**src/rtl/mem_access_unit_if.sv**
```systemverilog
// Data-memory port of the MEM stage: a valid/ready request channel plus a read-response
// channel that the unit never throttles.
interface mem_access_unit_if;
  logic        req_valid;
  logic        req_ready;
  logic        we;
  logic [29:0] addr;
  logic [31:0] wdata;
  logic [3:0]  be;
  logic        resp_valid;
  logic [31:0] rdata;

  modport master (
    output req_valid, we, addr, wdata, be,
    input  req_ready, resp_valid, rdata
  );

  modport slave (
    input  req_valid, we, addr, wdata, be,
    output req_ready, resp_valid, rdata
  );
endinterface

```
**src/rtl/mem_access_unit.sv**
```systemverilog
// MEM-stage load/store unit: issues one data-memory request per op, stalls the pipeline
// until the op retires, and returns zero-extended load data for register writeback.
module mem_access_unit #(
  parameter int unsigned TIMEOUT_CYCLES = 255,
  parameter int unsigned CNT_W          = 8
) (
  input  logic              clk,
  input  logic              n_reset_i,
  input  logic              valid_i,
  input  logic              is_mem_op_i,
  input  logic              is_store_op_i,
  input  logic              is_byte_op_i,
  input  logic [31:0]       addr_i,
  input  logic [31:0]       store_data_i,
  input  logic [4:0]        rd_addr_i,
  output logic              stall_o,
  output logic              load_valid_o,
  output logic [31:0]       load_data_o,
  output logic [4:0]        load_rd_o,
  output logic              misaligned_o,
  output logic              timeout_o,
  mem_access_unit_if.master dmem
);

  typedef enum logic [1:0] {S_IDLE, S_REQ, S_WAIT, S_DONE} state_e;

  localparam bit                TMO_EN       = (TIMEOUT_CYCLES != 0);
  localparam int unsigned       TMO_LAST_INT = TMO_EN ? TIMEOUT_CYCLES - 1 : 0;
  localparam logic [CNT_W-1:0]  TMO_LAST     = TMO_LAST_INT[CNT_W-1:0];

  state_e            state;
  logic [CNT_W-1:0]  cnt;
  logic              busy_q;
  logic              req_valid_q;
  logic              we_q;
  logic              byte_q;
  logic [29:0]       addr_q;
  logic [1:0]        lane_q;
  logic [31:0]       wdata_q;
  logic [3:0]        be_q;
  logic [4:0]        rd_q;
  logic              load_valid_q;
  logic              misaligned_q;
  logic              timeout_q;
  logic [31:0]       load_data_q;
  logic [4:0]        load_rd_q;

  logic              accept;
  logic              misaligned_in;
  logic [31:0]       wdata_next;
  logic [3:0]        be_next;
  logic [7:0]        resp_byte;
  logic [31:0]       resp_data;

  // Gated by reset so the combinational stall is also low while the unit is held in reset.
  assign accept        = (state == S_IDLE) && valid_i && is_mem_op_i && n_reset_i;
  assign misaligned_in = !is_byte_op_i && (addr_i[1:0] != 2'b00);

  always_comb begin
    // NOTE: every signal written here gets a default first, so no path can infer a latch.
    wdata_next = store_data_i;
    be_next    = 4'hF;
    if (is_byte_op_i) begin
      wdata_next = {4{store_data_i[7:0]}};
      be_next    = 4'b0001 << addr_i[1:0];
    end
  end

  always_comb begin
    resp_byte = dmem.rdata[7:0];
    unique case (lane_q)
      2'd0: resp_byte = dmem.rdata[7:0];
      2'd1: resp_byte = dmem.rdata[15:8];
      2'd2: resp_byte = dmem.rdata[23:16];
      2'd3: resp_byte = dmem.rdata[31:24];
      default: resp_byte = dmem.rdata[7:0];
    endcase
  end

  assign resp_data = byte_q ? {24'b0, resp_byte} : dmem.rdata;

  always_ff @(posedge clk or negedge n_reset_i) begin
    if (!n_reset_i) begin
      state        <= S_IDLE;
      cnt          <= '0;
      busy_q       <= 1'b0;
      req_valid_q  <= 1'b0;
      we_q         <= 1'b0;
      byte_q       <= 1'b0;
      addr_q       <= '0;
      lane_q       <= '0;
      wdata_q      <= '0;
      be_q         <= '0;
      rd_q         <= '0;
      load_valid_q <= 1'b0;
      misaligned_q <= 1'b0;
      timeout_q    <= 1'b0;
      load_data_q  <= '0;
      load_rd_q    <= '0;
    end else begin
      // NOTE: all state here uses non-blocking assignments so every register samples
      // pre-edge values regardless of statement order.
      load_valid_q <= 1'b0;
      misaligned_q <= 1'b0;
      timeout_q    <= 1'b0;

      unique case (state)
        S_IDLE: begin
          if (accept) begin
            addr_q  <= addr_i[31:2];
            lane_q  <= addr_i[1:0];
            byte_q  <= is_byte_op_i;
            we_q    <= is_store_op_i;
            wdata_q <= wdata_next;
            be_q    <= be_next;
            rd_q    <= rd_addr_i;
            if (misaligned_in) begin
              misaligned_q <= 1'b1;
              state        <= S_DONE;
            end else begin
              req_valid_q <= 1'b1;
              busy_q      <= 1'b1;
              state       <= S_REQ;
            end
          end
        end

        S_REQ: begin
          if (dmem.req_ready) begin
            req_valid_q <= 1'b0;
            cnt         <= '0;
            if (we_q) begin
              busy_q <= 1'b0;
              state  <= S_DONE;
            end else begin
              state  <= S_WAIT;
            end
          end
        end

        S_WAIT: begin
          // A response arriving in the last allowed cycle still completes the load.
          if (dmem.resp_valid) begin
            load_data_q  <= resp_data;
            load_rd_q    <= rd_q;
            load_valid_q <= 1'b1;
            busy_q       <= 1'b0;
            state        <= S_DONE;
          end else if (TMO_EN && (cnt == TMO_LAST)) begin
            timeout_q <= 1'b1;
            busy_q    <= 1'b0;
            state     <= S_DONE;
          end else begin
            cnt <= cnt + CNT_W'(1);
          end
        end

        S_DONE: state <= S_IDLE;

        default: state <= S_IDLE;
      endcase
    end
  end

  assign stall_o      = busy_q || accept;
  assign load_valid_o = load_valid_q;
  assign load_data_o  = load_data_q;
  assign load_rd_o    = load_rd_q;
  assign misaligned_o = misaligned_q;
  assign timeout_o    = timeout_q;

  assign dmem.req_valid = req_valid_q;
  assign dmem.we        = we_q;
  assign dmem.addr      = addr_q;
  assign dmem.wdata     = wdata_q;
  assign dmem.be        = be_q;

endmodule

```
**src/flat_wrapper.sv**
```systemverilog
// flat-port wrapper written by rule: the top's interface ports become plain ports
module mem_access_unit_flat 
#(
  parameter int unsigned TIMEOUT_CYCLES = 255,
  parameter int unsigned CNT_W          = 8
)
  (clk, n_reset_i, valid_i, is_mem_op_i, is_store_op_i, is_byte_op_i, addr_i, store_data_i, rd_addr_i, stall_o, load_valid_o, load_data_o, load_rd_o, misaligned_o, timeout_o, dmem_req_valid, dmem_we, dmem_addr, dmem_wdata, dmem_be, dmem_req_ready, dmem_resp_valid, dmem_rdata);
  mem_access_unit_if dmem_i ();
  input  logic clk;
  input  logic n_reset_i;
  input  logic valid_i;
  input  logic is_mem_op_i;
  input  logic is_store_op_i;
  input  logic is_byte_op_i;
  input  logic [31:0] addr_i;
  input  logic [31:0] store_data_i;
  input  logic [4:0] rd_addr_i;
  output logic stall_o;
  output logic load_valid_o;
  output logic [31:0] load_data_o;
  output logic [4:0] load_rd_o;
  output logic misaligned_o;
  output logic timeout_o;
  output wire logic [$bits(dmem_i.req_valid)-1:0] dmem_req_valid;
  output wire logic [$bits(dmem_i.we)-1:0] dmem_we;
  output wire logic [$bits(dmem_i.addr)-1:0] dmem_addr;
  output wire logic [$bits(dmem_i.wdata)-1:0] dmem_wdata;
  output wire logic [$bits(dmem_i.be)-1:0] dmem_be;
  input wire logic [$bits(dmem_i.req_ready)-1:0] dmem_req_ready;
  input wire logic [$bits(dmem_i.resp_valid)-1:0] dmem_resp_valid;
  input wire logic [$bits(dmem_i.rdata)-1:0] dmem_rdata;
  assign dmem_req_valid = dmem_i.req_valid;
  assign dmem_we = dmem_i.we;
  assign dmem_addr = dmem_i.addr;
  assign dmem_wdata = dmem_i.wdata;
  assign dmem_be = dmem_i.be;
  assign dmem_i.req_ready = dmem_req_ready;
  assign dmem_i.resp_valid = dmem_resp_valid;
  assign dmem_i.rdata = dmem_rdata;
  mem_access_unit #(.TIMEOUT_CYCLES(TIMEOUT_CYCLES), .CNT_W(CNT_W)) u_core (.clk(clk), .n_reset_i(n_reset_i), .valid_i(valid_i), .is_mem_op_i(is_mem_op_i), .is_store_op_i(is_store_op_i), .is_byte_op_i(is_byte_op_i), .addr_i(addr_i), .store_data_i(store_data_i), .rd_addr_i(rd_addr_i), .stall_o(stall_o), .load_valid_o(load_valid_o), .load_data_o(load_data_o), .load_rd_o(load_rd_o), .misaligned_o(misaligned_o), .timeout_o(timeout_o), .dmem(dmem_i));
endmodule
```
**config.mk**
```make
export PLATFORM = sky130hd
export DESIGN_NAME = mem_access_unit_flat
export DESIGN_NICKNAME = d
export VERILOG_FILES = /design/src/rtl/mem_access_unit_if.sv /design/src/rtl/mem_access_unit.sv /design/src/flat_wrapper.sv
export SDC_FILE = /design/constraint.sdc
export NUM_CORES = 1
export LEC_CHECK = 0
export CORE_MARGIN = 5
export CORE_UTILIZATION = 44
export DETAILED_ROUTE_END_ITERATION = 6
export PLACE_DENSITY = 0.81
export RECOVER_POWER = 50
export SLEW_MARGIN = 20
export SYNTH_ARGS = -nofsm -noshare
export SYNTH_HDL_FRONTEND = slang
export SYNTH_SLANG_ARGS = --single-unit
```
**constraint.sdc**
```tcl
create_clock -name clk -period 2.36 [get_ports clk]
set_input_delay 0.236 -clock clk [delete_from_list [all_inputs] [get_ports clk]]
set_output_delay 0.236 -clock clk [all_outputs]
set_load 0.01 [all_outputs]
```
Word level (Yosys, flattened, before mapping)

Index checks and enable logic that the tools add are counted.

RAM bits: 0
Bits in read-only memories: 0
Word-level logic and storage cells: 82
Input bits: 109
Memories kept: 0
Latch bits: 0
Register bits: 127

Magnitude comparators: 0
Bitwise logic cells: 0
Muxes and demuxes: 32
$add $sub $neg: 1
Eq/ne operators: 14
Shift operators: 1
Multiply operators: 0
Div/mod/pow operators: 0
Reductions and logical operators: 18

Operator list:

| cell                | number |
|---|---|
| $mux 32             | 2 |
| $pmux 8 s4          | 1 |
| $mux 8              | 3 |
| $mux 1              | 16 |
| $pmux 8 s2          | 1 |
| $mux 2              | 5 |
| $add 8x1->8 const B | 1 |
| $eq 2x2->1 const B  | 4 |
| $eq 8x8->1 const B  | 1 |
| $ne 2x2->1 const B  | 4 |
| $pmux 2 s4          | 1 |
| $reduce_and 4->1    | 2 |
| $reduce_and 6->1    | 1 |
| $reduce_bool 2->1   | 3 |
| $eq 2x1->1 const B  | 2 |
| $logic_and 1x1->1   | 4 |
| $logic_not 2->1     | 2 |
| $mux 4              | 1 |
| $ne 2x1->1 const B  | 2 |
| $reduce_and 2->1    | 2 |
| $shl 1x2->4 const A | 1 |
| $ne 3x2->1 const B  | 1 |
| $pmux 1 s3          | 1 |
| $reduce_and 3->1    | 1 |
| 4 further kinds     | 4 |

Depth between registers and ports, before layout

Gate-level depths: netlist of the first run.

Depth after elaboration: 6
Mapped depth: 8

Worst setup path after synthesis of the first run

Ideal clock, no wire load.

Path kind: register to register
Start: reg u_core.state[0]
End: reg u_core.cnt[5]
Path buffers: 1
Library setup time: 0.078 ns
Required time: 2.282 ns
Path slack: 0.351 ns
Arrival: 1.931 ns
Stages on the path, launching flop included: 8
Clock period less this slack: 2.009 ns
Cells stage by stage: dfrtp_1 -> inv_1 -> ha_1 -> buf_4 -> nor2_2 -> or4_4 -> or4_1 -> a21boi_1

Word-level cells in the longest chain between the ends: 3
Elaborated cells on any way between the ends: 8
Classes of those cells: eq/ne: 5; mux: 1; reduce/logical: 2

Ends and longest elaborated chain:

| element                                                   | RTL line               | source |
|---|---|---|
| start, declared                                           | mem_access_unit.sv:31  | `state_e state;` |
| start signal, assigned                                    | mem_access_unit.sv:84  | `state <= S_IDLE;` |
| start signal, assigned                                    | mem_access_unit.sv:119 | `state <= S_DONE;` |
| start signal, assigned                                    | mem_access_unit.sv:123 | `state <= S_REQ;` |
| $eq 2x2->1 or $eq 2x1->1 (tied branches)                  | mem_access_unit.sv:107 | `unique case (state)` |
| $ne 2x2->1 (no line) or $reduce_bool 2->1 (tied branches) | --                     |  |
| $reduce_and 4->1 (no line)                                | --                     |  |
| end signal, assigned                                      | mem_access_unit.sv:154 | `cnt <= cnt + CNT_W'(1);` |
| end, declared                                             | mem_access_unit.sv:32  | `logic [CNT_W-1:0] cnt;` |

Parallel ways exist; a longest one is shown, timed or not.
A chain may end at the register's enable or synchronous reset.

Final worst setup path of the first run

Start: reg u_core.state[1]
End: reg u_core.cnt[7]

Same word-level chain as after synthesis.

==> reports/qor.csv, run 1 <==
stage,metric,value,unit
synthesis,syn-cell-area,5550,um^2
timing,rsz0062_at_grt,no,
synthesis,synth_seq_area_share,0.5726,
timing,fmax,0.4489,GHz
floorplan,die_h,122.3,um
cts,clockBufferDepth,2,
floorplan,rows,41,
power,ir_drop,0.7442,mV
synthesis,synthFlopType,dfrtp_1,
setup_path,crit_path_max_fanout,6,
place,place_congestion,0.8851,
cts,cts_buffers,17,
cts,root_buffer,clkbuf_16,
place,dp_cells,873,
setup_path,worst_ep_arrival_time,2550,ps
cts,clock_latency,410,ps
synthesis,synthArstFlopShare,1.000,
power,p_leak,3.869,nW
setup_path,worstPathCellList,inv_1 -> ha_1 -> nor2b_1 -> or4_4 -> or4_1 -> a21boi_1,
min_path,hold_end,u_core.misaligned_o,
timing,period_minus_slack,2228,ps
layout,syn2layout_area_growth,53.11,%
global_routing,grt_max_degree,92,
cts,cts_max_level,4,
layout,num_antenna_cells,0,
min_path,hold_class,input pin to flop,
synthesis,yosysWarnings,0,
detailed_routing,drtAntennaViolNets,0,
global_routing,grt_pass1_wl,25.42,mm
global_routing,first_global_vias,4880,
timing,slew_headroom,-0.1729,
layout,finalNetCount,836,
detailed_routing,drt-initial-drc-count,373,
floorplan,initial_utilization,0.4434,
setup_path,end_kind,flop,
run,cap_violations,1,
global_routing,gr-total-overflow,0,
timing,whs,272.0,ps
layout,final_cells,905,
cts,clock_sinks,127,
synthesis,yosysTopAreaCell,dfrtp_1,
layout,seq_area,3178,um^2
synthesis,syn_nets,622,
timing,tightest_slew,1759,ps
min_path,hp-start,is_byte_op_i,
layout,final_area,8498,um^2
setup_path,cp-start-kind,flop,
outcome,failed_checks,"max-capacitance violations, max-slew violations",
setup_path,slowest_delay,520,ps
detailed_routing,drt_wl_total,16.05,mm
detailed_routing,drcViolationCount,0,
setup_path,path_class,flop to flop,
layout,fin_util,0.6789,
timing,tns,0,ps
detailed_routing,wire_per_inst,17.73,um
cts,cts_tree,done,
setup_path,critPathRequiredTime,2690,ps
cts,cts_setup_buffers,0,
synthesis,synth_cell_types,45,
setup_path,r2r_slack,130,ps
outcome,outcome,"complete, but fails checks",
min_path,min_path_cells,3,
setup_path,r2r_start,u_core.state[1],
synthesis,synth_area_per_cell,10.97,um^2
synthesis,synth.most_common_cell,dfrtp_1,
synthesis,synth.area.top_cells,"dfrtp_1 57%, mux2_2 9.7%, nand2_1 7.0%",
timing,setup_violations,0,
detailed_routing,firstDrtPassIters,4,
synthesis,syn_inst,506,
timing,slew_viol_final,72,
detailed_routing,vias_per_cell,5.126,
place,placed_area,7889,um^2
synthesis,synth.top_cell.area_share,0.5726,
setup_path,crit_slowest_cell,or4_4,
detailed_routing,vias,4639,
synthesis,synth_edf_count,0,
power,power_density,1250,nW/um^2
layout,n_fill_cell,969,
setup_path,reg2reg_depth,6,
timing,fin_skew,6.798,ps
place,io_buffers,217,
synthesis,synth_common_cells,"127 x dfrtp_1, 104 x nand2_1, 61 x o21ai_0, 48 x mux2_2, 34 x mux2i_1",
global_routing,antenna_found_initial,1,
cts,clk_pin_slew,60,ps
layout,multi_input_area,2223,um^2
layout,drive_gt1_frac,0.1255,
floorplan,core,12520,um^2
floorplan,pin_count,218,
timing,finalHoldViolations,0,
global_routing,track_usage,0.2209,
place,dp_hpwl,11.76,mm
floorplan,floorplan.die_area,14960,um^2
synthesis,ys_ff_latch,127,
timing,period_share,0.9439,
setup_path,worstReg2RegEnd,u_core.cnt[7],
floorplan,die_w,122.3,um
==> per-layer routing <==
metal  vias up  global-route usage  share of wire
li1       2193                   -              -
met1      2190              0.2497           0.38
met2       213              0.3545           0.48
met3        41              0.1175           0.12
met4         2             0.08328          0.026
met5         -                   0        0.00081
==> sequential cells by signal, indices dropped and copies added (netlist names), 2 cells and up <==
signal / flops
u_core.load_data_o: 32
u_core.state: 2
u_core.dmem.addr: 30
u_core.dmem.be: 4
u_core.dmem.wdata: 32
u_core.rd_q: 5
u_core.lane_q: 2
u_core.load_rd_o: 5
u_core.cnt: 8
==> critical path, delay by kind of cell (launching register included) <==
kind / cells / cell delay (ps)
adder cells (fa/ha/maj): 1 / 260
AND/OR/NAND/NOR: 3 / 1160
flip-flops: 1 / 410
buffers and inverters: 1 / 110
AO/OA/AOI/OAI: 1 / 200
==> worst max path at each step <==
stage          depth (start not counted)  slack [ps]            end             from
6_report                               6         130  u_core.cnt[7]  u_core.state[1]
5_1_grt                                6          30  u_core.cnt[7]  u_core.state[1]
4_1_cts                                5          30        stall_o  u_core.state[0]
3_5_place_dp                           6         230  u_core.cnt[7]  u_core.state[1]
3_3_place_gp                           6         370  u_core.cnt[5]  u_core.state[1]
2_1_floorplan                          7         350  u_core.cnt[5]  u_core.state[0]
==> cell type report <==
type,instances,share of cell area
Clock buffer,27,0.06037
Clock inverter,5,0.01178
Inverter,8,0.003534
Multi-Input combinational cell,340,0.2616
Sequential cell,127,0.3740
Tap cell,172,0.02532
Timing Repair Buffer,226,0.2634
==> metrics by stage <==
stage,setup slack (ps),power [mW]
after floorplan,350.9,5.647
after CTS,34.08,10.89
after global routing,34.40,11.29
final,132.3,10.62
after detailed placement,227.9,8.139
after global placement,365.2,7.968
==> cells by family (layout without fill, tap and decap cells) <==
group,Yosys count,after routing,synth area share
AO/OA/AOI/OAI,105,105,0.1073
multiplexers,82,82,0.1587
adder cells (fa/ha/maj),7,7,0.01578
flip-flops,127,127,0.5726
buffers and inverters,39,266,0.02728
AND/OR/NAND/NOR,146,146,0.1183
==> power by group <==
group	switching (mW)	total [mW]	internal, mW
sequential	0.624	3.75	3.13
clock	0.893	2.69	1.80
combinational	1.91	4.18	2.27
total	3.42	10.6	7.20
==> timing repair <==
| item | CTS | global route |
|---|---|---|
| resized for setup | 0 | 3 |
| endpoints found under the setup margin | 0 | 1 |
| hold buffers | 0 | 0 |
==> cell usage in the layout, fill, tap and decap left out, types with 2 or more instances in the layout <==
cell / n
a31oi_1: 2
or3_1: 2
clkdlybuf4s50_1: 161
nand4_1: 4
clkbuf_1: 6
nand2_1: 104
o31ai_1: 2
nand2b_1: 2
a21boi_1: 2
dfrtp_1: 127
nor3b_1: 7
o22ai_1: 7
o21ai_0: 61
a21oi_1: 16
clkbuf_8: 5
inv_1: 7
clkbuf_2: 2
a21o_1: 4
buf_4: 6
dlygate4sd3_1: 53
bufinv_16: 3
mux2_2: 48
nor2b_1: 3
nand3_1: 6
clkbuf_16: 17
mux2i_1: 34
o2111ai_1: 2
or4_1: 3
nor3_1: 3
ha_1: 6
nor2_1: 4
clkinv_2: 2
(Power assumes the default switching activity.)
==> run 2, diff against run 1 <==
==> constraint.sdc (replaced) <==
create_clock -name clk -period 2.2 [get_ports clk]
set_input_delay 0.22 -clock clk [delete_from_list [all_inputs] [get_ports clk]]
set_output_delay 0.22 -clock clk [all_outputs]
set_load 0.01 [all_outputs]
==> reports/qor.csv, run 2 (synthesis results as in run 1) <==
stage,metric,value,unit,change
power,power_density,1319,nW/um^2,+5.6%
cts,clock_latency,400,ps,about the same
timing,setup_violations,0,,unchanged
timing,tightest_slew,690.8,ps,-1069 ps
setup_path,reg2reg_depth,6,,unchanged
setup_path,crit_slowest_cell,clkdlybuf4s50_1,,
detailed_routing,drt_wl_total,15.86,mm,-1.2%
timing,period_share,0.9750,,
power,finalPower,11.23,mW,+5.8%
setup_path,critPathRequiredTime,1980,ps,-710 ps
detailed_routing,vias_per_cell,5.099,,-0.53%
global_routing,grt_pass1_wl,24.99,mm,-1.7%
detailed_routing,wire_per_inst,17.41,um,-1.8%
min_path,hold_class,input pin to asynchronous set/reset pin,,
setup_path,worstPathCellList,inv_1 -> ha_2 -> nand4_1 -> nand2_1 -> clkdlybuf4s50_1,,
detailed_routing,drtAntennaViolNets,0,,unchanged
power,switchingPower,3.721,mW,+8.7%
place,io_buffers,217,,unchanged
cts,cts_buffers,17,,unchanged
cts,root_buffer,clkbuf_16,,
global_routing,antenna_found_initial,1,,unchanged
timing,period_minus_slack,2145,ps,
layout,final_cell_mix,"163 x clkdlybuf4s50_1, 127 x dfrtp_1, 104 x nand2_1",,
timing,fmax,0.4662,GHz,
place,dp_slack,96.54,ps,-131.4 ps
cts,cts_max_level,4,,unchanged
place,dp_hpwl,11.72,mm,-0.34%
global_routing,use_met3,0.1028,,-0.01475
place,place_congestion,0.8533,,-3.6%
detailed_routing,vias,4645,,+0.13%
setup_path,path_class,flop to output pin,,
global_routing,first_global_vias,4908,,+0.57%
layout,syn2layout_area_growth,53.38,%,
detailed_routing,drt-initial-drc-count,390,,+4.6%
global_routing,track_usage,0.2142,,-0.006683
global_routing,gr-total-overflow,0,,unchanged
timing,fin_skew,6.230,ps,-0.5681 ps
timing,worst_slack,55.00,ps,-77.30 ps
timing,slew_viol_final,0,,-100%
power,clockPowerShare,0.237,,-0.016
global_routing,met2_usage,0.3549,,about the same
setup_path,cp-start-kind,flop,,
detailed_routing,firstDrtPassIters,4,,unchanged
timing,tns,0,ps,unchanged
run,cap_violations,0,,-1
cts,clockBufferDepth,2,,unchanged
timing,rsz0062_at_grt,yes,,
global_routing,use_met1,0.2433,,-0.006415
setup_path,end_kind,output pin,,
floorplan,die_w,122.3,um,unchanged
timing,slew_headroom,0.5395,,+0.7124
global_routing,grt_busiest_layer,met2,,
power,ir_drop,0.7276,mV,-2.2%
floorplan,core,12520,um^2,unchanged
setup_path,slowest_delay,540,ps,+20 ps
power,p_sw_frac,0.3313,,+0.008912
layout,n_fill_cell,972,,+0.31%
setup_path,critPathBufInv,2,,+1
cts,clk_pin_slew,60,ps,about the same
layout,layout_commonest_cell,clkdlybuf4s50_1,,
layout,finalNetCount,841,,+0.60%
floorplan,floorplan.die_area,14960,um^2,unchanged
setup_path,worst_ep_arrival_time,1920,ps,-630 ps
timing,finalHoldViolations,0,,unchanged
power,p_leak,3.864,nW,-0.14%
setup_path,cp_num_cells,5,,-1
floorplan,initial_utilization,0.4434,,unchanged
floorplan,rows,41,,unchanged
global_routing,grt_max_degree,117,,+27%
cts,clock_sinks,127,,unchanged
setup_path,crit_family,buffers and inverters,,
power,seqPwrFrac,0.356,,+0.003
power,combPwrFrac,0.407,,+0.014
cts,cts_tree,done,,
detailed_routing,drcViolationCount,0,,unchanged
setup_path,crit_path_max_fanout,5,,-1
floorplan,die_h,122.3,um,unchanged
outcome,outcome,completed,,
floorplan,pin_count,218,,unchanged
power,intPower,7.512,mW,+4.4%
layout,drive_gt1_frac,0.1355,,+0.009990
-- run 2: repair_timing --
item	4_1_cts	5_1_grt
gates resized for setup	1	1
hold buffers	1	0
setup endpoints to repair	1	3
pin swaps	1	0
setup buffers	1	2
hold endpoints to repair	11	0
-- run 2: power by group through the flow --
stage	combinational, mW	clock, mW	sequential, mW
CTS	4.75	2.70	4.02
global route	4.97	2.82	4.15
global placement	4.56	0	3.99
finish	4.57	2.67	4.00
detailed placement	4.70	0	4.04
floorplan	1.76	0	4.30
-- run 2: stage by stage --
stage | util | cells | instance area (um^2) | hold WS (ps)
2_1_floorplan | - | 506 | 5550 | -75.59
3_3_place_gp | 0.6318 | 874 | 7909 | 95.80
3_5_place_dp | 0.6318 | 874 | 7909 | 103.9
4_1_cts | 0.6787 | 908 | 8496 | 229.6
5_1_grt | 0.6801 | 911 | 8513 | 258.0
6_report | 0.6801 | 911 | 8513 | 245.8
-- run 2: worst paths after layout --
| check | startpoint | to | slack (ps) |
|---|---|---|---|
| max | u_core.state[1] | stall_o | 60 |
| min | n_reset_i | u_core.dmem.wdata[29] | 250 |
| max reg2reg | u_core.state[1] | u_core.cnt[7] | 100 |
| min reg2reg | u_core.rd_q[2] | u_core.load_rd_o[2] | 460 |
| max in group asynchronous | n_reset_i | u_core.rd_q[2] | 1090 |
| min in group clk | is_byte_op_i | u_core.misaligned_o | 280 |
-- run 2: area by class of cell --
cell class | instances | area (um^2) | share of cell area
Antenna cell | 1 | 2.502 | 0.0002939
Clock buffer | 21 | 450.4 | 0.05291
Clock inverter | 11 | 116.4 | 0.01367
Inverter | 8 | 30.03 | 0.003527
Multi-Input combinational cell | 340 | 2223 | 0.2612
Sequential cell | 127 | 3178 | 0.3733
Tap cell | 172 | 215.2 | 0.02528
Timing Repair Buffer | 231 | 2297 | 0.2698
-- run 2: metal layers --
| metal | share of wire | routed length (um) | up-vias |
|---|---|---|---|
| met5 | 0 | 0 | - |
| met4 | 0.013 | 208 | 0 |
| met3 | 0.11 | 1668 | 18 |
| met2 | 0.49 | 7819 | 175 |
| met1 | 0.39 | 6166 | 2236 |
| li1 | - | - | 2216 |
==> run 3, diff against run 2 <==
--- a/config.mk
+++ b/config.mk
@@ -7,6 +7,7 @@
 export LEC_CHECK = 0
 export CORE_MARGIN = 5
 export CORE_UTILIZATION = 44
+export CTS_CLUSTER_SIZE = 25
 export DETAILED_ROUTE_END_ITERATION = 6
 export PLACE_DENSITY = 0.81
 export RECOVER_POWER = 50
==> results of run 3 <==
The final DEF is identical to that of run 2; final timing and power are the same.
